**config.mk**
```make
export PLATFORM = sky130hd
export DESIGN_NAME = miriscv_lsu_mc
export DESIGN_NICKNAME = d
export VERILOG_FILES = /design/src/rtl/miriscv_lsu_mc.sv
export SDC_FILE = /design/constraint.sdc
export NUM_CORES = 1
export LEC_CHECK = 0
export ABC_AREA = 1
export CORE_AREA = 2 2 146 134
export DETAILED_ROUTE_END_ITERATION = 7
export DIE_AREA = 0 0 148 136
export PLACE_DENSITY = 0.79
export SYNTH_ARGS = -nofsm -noshare
export SYNTH_HDL_FRONTEND = slang
export SYNTH_SLANG_ARGS = --single-unit
```
**constraint.sdc**
```tcl
create_clock -name clk -period 2.2 [get_ports clk]
set_clock_uncertainty 0.2 [all_clocks]
set_input_delay 0.22 -clock clk [delete_from_list [all_inputs] [get_ports clk]]
set_output_delay 0.22 -clock clk [all_outputs]
set_load 0.02 [all_outputs]
```
**src/rtl/miriscv_lsu_mc.sv**
```systemverilog
// Multi-cycle load/store unit: splits misaligned accesses into two word-aligned bus beats.
// Latency accept+3 cycles when aligned; the core is stalled via lsu_busy_o until the bus grants and acks.
module miriscv_lsu_mc #(
    parameter int ADDR_W      = 32,
    parameter int MISALIGN_EN = 1
) (
    input  logic              clk,
    input  logic              reset,
    input  logic [ADDR_W-1:0] lsu_addr_i,
    input  logic              lsu_we_i,
    input  logic [2:0]        lsu_size_i,
    input  logic [31:0]       lsu_data_i,
    input  logic              lsu_req_i,
    output logic              lsu_busy_o,
    output logic [31:0]       lsu_data_o,
    output logic              lsu_err_o,
    output logic              mem_req_mo,
    output logic              mem_we_mo,
    output logic [3:0]        mem_mask_mo,
    output logic [ADDR_W-1:0] mem_addr_mo,
    output logic [31:0]       mem_data_mo,
    input  logic              mem_gnt_mi,
    input  logic              mem_rvalid_mi,
    input  logic [31:0]       mem_data_mi
);

    typedef enum logic [2:0] {
        IDLE  = 3'd0,
        REQ1  = 3'd1,
        WAIT1 = 3'd2,
        REQ2  = 3'd3,
        WAIT2 = 3'd4,
        DONE  = 3'd5
    } state_e;

    state_e            state_q, state_d;
    logic [ADDR_W-1:0] addr_q, addr_d;
    logic              we_q, we_d;
    logic [2:0]        size_q, size_d;
    logic [31:0]       wdata_q, wdata_d;
    logic              rej_q, rej_d;
    logic [31:0]       rdata1_q, rdata1_d;
    logic [31:0]       ldata_q, ldata_d;

    logic              in_legal;
    logic              in_misaligned;
    logic              in_reject;
    logic [1:0]        off;
    logic [3:0]        size_mask;
    logic [7:0]        en8;
    logic [31:0]       wrep;
    logic [63:0]       wdat64;
    logic              need2;
    logic [ADDR_W-1:0] addr_lo;
    logic [ADDR_W-1:0] addr_hi;
    logic [63:0]       rd64;
    logic [31:0]       rshift;
    logic [31:0]       rext;

    always_comb begin
        in_legal      = (lsu_size_i == 3'd0) || (lsu_size_i == 3'd1) || (lsu_size_i == 3'd2) ||
                        (lsu_size_i == 3'd4) || (lsu_size_i == 3'd5);
        in_misaligned = ((lsu_size_i[1:0] == 2'd1) && (lsu_addr_i[1:0] == 2'd3)) ||
                        ((lsu_size_i[1:0] == 2'd2) && (lsu_addr_i[1:0] != 2'd0));
        in_reject     = !in_legal || (in_misaligned && (MISALIGN_EN == 0));
    end

    // Byte lanes and store data are laid out over a 64-bit window spanning both words.
    always_comb begin
        off = addr_q[1:0];
        case (size_q[1:0])
            2'd0:    size_mask = 4'h1;
            2'd1:    size_mask = 4'h3;
            default: size_mask = 4'hF;
        endcase
        case (size_q[1:0])
            2'd0:    wrep = {4{wdata_q[7:0]}};
            2'd1:    wrep = {2{wdata_q[15:0]}};
            default: wrep = wdata_q;
        endcase
        en8     = {4'h0, size_mask} << off;
        wdat64  = {32'h0, wrep} << {off, 3'b000};
        need2   = |en8[7:4];
        addr_lo = {addr_q[ADDR_W-1:2], 2'b00};
        addr_hi = addr_lo + ADDR_W'(4);
    end

    always_comb begin
        rd64   = (state_q == WAIT2) ? {mem_data_mi, rdata1_q} : {32'h0, mem_data_mi};
        rshift = 32'(rd64 >> {off, 3'b000});
        case (size_q)
            3'd0:    rext = {{24{rshift[7]}}, rshift[7:0]};
            3'd1:    rext = {{16{rshift[15]}}, rshift[15:0]};
            3'd4:    rext = {24'h0, rshift[7:0]};
            3'd5:    rext = {16'h0, rshift[15:0]};
            default: rext = rshift;
        endcase
    end

    always_comb begin
        state_d     = state_q;
        addr_d      = addr_q;
        we_d        = we_q;
        size_d      = size_q;
        wdata_d     = wdata_q;
        rej_d       = rej_q;
        rdata1_d    = rdata1_q;
        ldata_d     = ldata_q;
        lsu_busy_o  = 1'b0;
        mem_req_mo  = 1'b0;
        mem_we_mo   = 1'b0;
        mem_mask_mo = 4'h0;
        mem_addr_mo = '0;
        mem_data_mo = 32'h0;
        case (state_q)
            IDLE: begin
                lsu_busy_o = lsu_req_i;
                if (lsu_req_i) begin
                    addr_d  = lsu_addr_i;
                    we_d    = lsu_we_i;
                    size_d  = lsu_size_i;
                    wdata_d = lsu_data_i;
                    rej_d   = in_reject;
                    state_d = in_reject ? DONE : REQ1;
                end
            end
            REQ1: begin
                lsu_busy_o  = 1'b1;
                mem_req_mo  = 1'b1;
                mem_we_mo   = we_q;
                mem_mask_mo = en8[3:0];
                mem_addr_mo = addr_lo;
                mem_data_mo = we_q ? wdat64[31:0] : 32'h0;
                if (mem_gnt_mi) state_d = WAIT1;
            end
            WAIT1: begin
                lsu_busy_o = 1'b1;
                if (mem_rvalid_mi) begin
                    if (need2) begin
                        rdata1_d = mem_data_mi;
                        state_d  = REQ2;
                    end else begin
                        if (!we_q) ldata_d = rext;
                        state_d = DONE;
                    end
                end
            end
            REQ2: begin
                lsu_busy_o  = 1'b1;
                mem_req_mo  = 1'b1;
                mem_we_mo   = we_q;
                mem_mask_mo = en8[7:4];
                mem_addr_mo = addr_hi;
                mem_data_mo = we_q ? wdat64[63:32] : 32'h0;
                if (mem_gnt_mi) state_d = WAIT2;
            end
            WAIT2: begin
                lsu_busy_o = 1'b1;
                if (mem_rvalid_mi) begin
                    if (!we_q) ldata_d = rext;
                    state_d = DONE;
                end
            end
            DONE:    state_d = IDLE;
            default: state_d = IDLE;
        endcase
    end

    always_ff @(posedge clk or negedge reset) begin
        if (!reset) begin
            state_q  <= IDLE;
            addr_q   <= '0;
            we_q     <= 1'b0;
            size_q   <= 3'd0;
            wdata_q  <= 32'h0;
            rej_q    <= 1'b0;
            rdata1_q <= 32'h0;
            ldata_q  <= 32'h0;
        end else begin
            state_q  <= state_d;
            addr_q   <= addr_d;
            we_q     <= we_d;
            size_q   <= size_d;
            wdata_q  <= wdata_d;
            rej_q    <= rej_d;
            rdata1_q <= rdata1_d;
            ldata_q  <= ldata_d;
        end
    end

    assign lsu_data_o = ldata_q;
    assign lsu_err_o  = (state_q == DONE) && rej_q;

endmodule
```
==> results.py <==
metrics = {
    "yosys": {
        "synth_largest_area_cell": "sky130_fd_sc_hd__dfrtp_1",
        "number_of_enable_type_register_cells_in_the_synthesized_netlist": 0,
        "ys.warnings.count": 0,
        "ys_types": 45,
        "synth_seq_cells": 136,
        "synth.area.top_cells": "sky130_fd_sc_hd__dfrtp_1 37%, sky130_fd_sc_hd__nand2_1 16%, sky130_fd_sc_hd__nand3_1 7.9%, sky130_fd_sc_hd__nor2_1 6.6%, sky130_fd_sc_hd__o21ai_0 6.5%",
        "synth.most_common_cell": "sky130_fd_sc_hd__nand2_1",
        "share_of_async_settable_or_async_resettable_flops_after_synthesis_pct": 100,
        "synth_top_cells_by_count": "394 x sky130_fd_sc_hd__nand2_1, 161 x sky130_fd_sc_hd__nor2_1, 144 x sky130_fd_sc_hd__nand3_1",
        "post_synth_inst_count": 1341,
        "synth.cell_area_um2": 9150,
        "synth.yosys.seq_area_share_pct": 37.2,
        "syn_area_per_cell_um2": 6.82,
        "synth_top_area_share_pct": 37.2,
        "synth-main-ff-cell": "sky130_fd_sc_hd__dfrtp_1",
    },
    "power": {
        "clockPowerShare_pct": 11.5,
        "seqPwrFrac_pct": 18.8,
        "net-switching-power_w": 0.0127,
        "power.switching_fraction_pct": 49.3,
        "power.internal_w": 0.0130,
        "leakagePower_nw": 7.16,
        "vdd_drop_max_mv": 1.09,
        "power_density_nw_per_um2": 1630,
        "proportion_of_power_drawn_by_combinational_gates_pct": 69.7,
    },
    "placement": {
        "globalplace.congestion": 1.04,
        "placedInstanceArea_um2": 12400,
        "buffer_ports.inserted": 206,
        "detailedPlacementHpwl_um": 23600,
    },
    "route": {
        "avgViaCountPerCell": 6.21,
        "initial_detailed_routing_violation_count": 1447,
        "via_count": 12400,
        "first_pass_iters": 6,
        "antenna_left": 0,
        "routed_wire_length_per_instance_um": 22.1,
        "routed_wl_um": 44200,
        "drt_drc_violations_left": 0,
    },
    "timing": {
        "fmax_mhz": 374,
        "layout_worst_path_cycle_share_pct": 122,
        "setup-violations-final": 128,
        "final-max-slew-violation-count": 0,
        "rsz_0062_raised_after_global_routing": "yes",
        "report.final.hold_viol_count": 0,
        "holdWs_ns": 0.0253,
        "timing.final.ws_setup_ns": -0.475,
        "setup_total_negative_slack_ns": -23.42,
        "clock_period_minus_worst_slack_ns": 2.67,
    },
    "finish": {
        "layout-drive-gt1-share_pct": 40.5,
        "finish.instance_area_um2": 15800,
        "num-fill-cells": 998,
        "flow.area_growth_from_synthesis_pct": 72.8,
        "finalNetCount": 1837,
        "seq_area_um2": 3410,
        "multi_input_area_um2": 6520,
    },
    "global_route": {
        "largest_net_degree_at_the_start_of_global_routing": 74,
        "grt.total_usage_pct": 34.9,
        "initial_antenna_violation_count": 3,
        "via_count_of_the_first_global_routing_pass": 10700,
        "global_route.overflow_total": 0,
        "grt_first_pass_wirelength_um": 55300,
    },
    "clocking": {
        "max-clock-path-buffers": 2,
        "cts_made_buffers": 17,
        "clk_pin_slew_worst_paths_ns": 0.07,
        "cts_max_level": 4,
        "worst_skew_pair.late_latency_ns": 0.45,
        "cts_tree": "built",
        "tritoncts_num_sinks": 136,
        "root_buffer": "sky130_fd_sc_hd__clkbuf_16",
    },
    "worst_setup_path": {
        "critical_path_class": "flip-flop to output port",
        "arrival_ns": 2.25,
        "critical_path.endpoint_type": "output port",
        "start_kind": "flip-flop",
        "worst_ep_required_time_ns": 1.78,
        "crit_path_max_fanout": 7,
    },
    "job": {
        "maxCapViolCount": 0,
    },
    "floorplan": {
        "start_util_pct": 48.8,
        "num_rows": 48,
        "top_level_ports": 209,
        "chipWidth_um": 148,
        "fp.coreArea_um2": 18700,
        "dieArea_um2": 20100,
        "dieHeight_um": 136,
    },
    "run_status": {
        "status": "finished, violations left",
        "violations": "setup timing",
    },
    "hold_path": {
        "worst_hold_path_type": "input port to asynchronous set/reset pin",
    },
}
-- final cells by class --
cell class / count / share of cell area [%]
diodes: 3 / 0.0475
clock buffers: 19 / 2.74
clock inverters: 13 / 0.926
inverters: 96 / 2.51
multi-input cells: 1034 / 41.2
flip-flops and latches: 136 / 21.6
well taps: 250 / 1.98
repair buffers: 446 / 29.0
-- worst max-delay path, cell delays in order (launching register included) --
cell and delay, ns:
sky130_fd_sc_hd__dfrtp_1 0.44, sky130_fd_sc_hd__buf_6 0.16, sky130_fd_sc_hd__nor2_4 0.17, sky130_fd_sc_hd__buf_6 0.15
sky130_fd_sc_hd__clkinvlp_4 0.24, sky130_fd_sc_hd__buf_6 0.23, sky130_fd_sc_hd__o21ai_1 0.20, sky130_fd_sc_hd__buf_4 0.20
-- worst paths after layout --
check / start / to / slack, ns / cells after the start
max: state_q[2]$_DFFE_PN0P_ / mem_addr_mo[30] / -0.47 / 7
min: reset / rdata1_q[9]$_DFFE_PN0P_ / 0.03 / 2
max reg2reg: state_q[0]$_DFFE_PN0P_ / lsu_data_o[18]$_DFFE_PN0P_ / -0.19 / 13
min reg2reg: lsu_data_o[12]$_DFFE_PN0P_ / lsu_data_o[12]$_DFFE_PN0P_ / 0.28 / 2
max in group asynchronous: reset / addr_q[6]$_DFFE_PN0P_ / 1.16 / 3
min in group clk: lsu_addr_i[11] / addr_q[11]$_DFFE_PN0P_ / 0.14 / 3
-- stage by stage --
stage                     total power (W)  worst slack [ns]  util [%]  instances
after floorplan                    0.0113            0.0588         -       1342
after global placement             0.0166            -0.352      66.4       1874
after detailed placement           0.0168            -0.383      66.4       1874
after CTS                          0.0215            -0.291      74.6       1945
after global routing               0.0267            -0.578      84.4       1997
final                              0.0257            -0.475      84.4       1997
-- flip-flops by register name, indices dropped and copies added, names as in the netlist --
name / count
size_q: 3
lsu_data_o: 32
state_q: 3
we_q: 1
addr_q: 32
rdata1_q: 32
wdata_q: 32
rej_q: 1
-- timing repair --
action	CTS	global route
pin swaps	59	122
hold buffers	1	0
gates resized for setup	606	348
setup buffers	38	42
hold endpoints to repair	136	0
cloned	2	15
endpoints found under the setup margin	76	127
-- kinds of logic after synthesis --
family / share of synthesized area [%]
compound gates: 14.9
xor+xnor: 0.287
fa+ha+maj: 0.137
buf+inv: 8.57
flops: 37.2
mux: 4.18
other cells: 0.0410
simple gates: 34.7
-- placed cells by master (no fill, tap or decap), types with 3 or more instances in the layout --
master and count:
sky130_fd_sc_hd__o221ai_4 7, sky130_fd_sc_hd__inv_6 4, sky130_fd_sc_hd__o22ai_4 3, sky130_fd_sc_hd__mux2_2 34, sky130_fd_sc_hd__nor2_2 32, sky130_fd_sc_hd__inv_4 8
sky130_fd_sc_hd__a21oi_2 8, sky130_fd_sc_hd__nand4_1 3, sky130_fd_sc_hd__o21ai_0 38, sky130_fd_sc_hd__nor3_4 6, sky130_fd_sc_hd__buf_6 98, sky130_fd_sc_hd__nor2_4 43
sky130_fd_sc_hd__buf_12 24, sky130_fd_sc_hd__clkinvlp_4 8, sky130_fd_sc_hd__o21ai_1 37, sky130_fd_sc_hd__o211ai_1 9, sky130_fd_sc_hd__clkbuf_16 27, sky130_fd_sc_hd__nor3_2 11
sky130_fd_sc_hd__buf_8 6, sky130_fd_sc_hd__a22o_1 6, sky130_fd_sc_hd__o21a_1 8, sky130_fd_sc_hd__dfrtp_1 131, sky130_fd_sc_hd__buf_4 167, sky130_fd_sc_hd__diode_2 3
sky130_fd_sc_hd__o21ai_2 45, sky130_fd_sc_hd__nand3_2 22, sky130_fd_sc_hd__nand3_4 7, sky130_fd_sc_hd__dfrtp_2 5, sky130_fd_sc_hd__nor2_1 97, sky130_fd_sc_hd__nand2_4 23
sky130_fd_sc_hd__clkdlybuf4s50_1 135, sky130_fd_sc_hd__inv_2 19, sky130_fd_sc_hd__inv_1 65, sky130_fd_sc_hd__a21oi_1 52, sky130_fd_sc_hd__o21ai_4 14, sky130_fd_sc_hd__nand2_8 3
sky130_fd_sc_hd__nand2_2 62, sky130_fd_sc_hd__nand3_1 118, sky130_fd_sc_hd__nand2_1 318
-- power groups by stage --
stage / Combinational (W) / Sequential (W) / Clock, W
6_report: 0.0179 / 0.00484 / 0.00295
5_1_grt: 0.0187 / 0.00494 / 0.00306
4_1_cts: 0.0140 / 0.00457 / 0.00292
3_5_place_dp: 0.0123 / 0.00454 / 0
3_3_place_gp: 0.0121 / 0.00448 / 0
2_1_floorplan: 0.00659 / 0.00470 / 0
-- layer usage --
layer  track usage, %  up-vias  part of all wire, %
li1                 -     5194                    -
met1             45.5     5759                   35
met4             14.0        0                  8.2
met2             57.5     1087                   46
met3             6.91      369                   11
met5                0        -                    0
No activity file was read; power rests on OpenSTA's default activity.
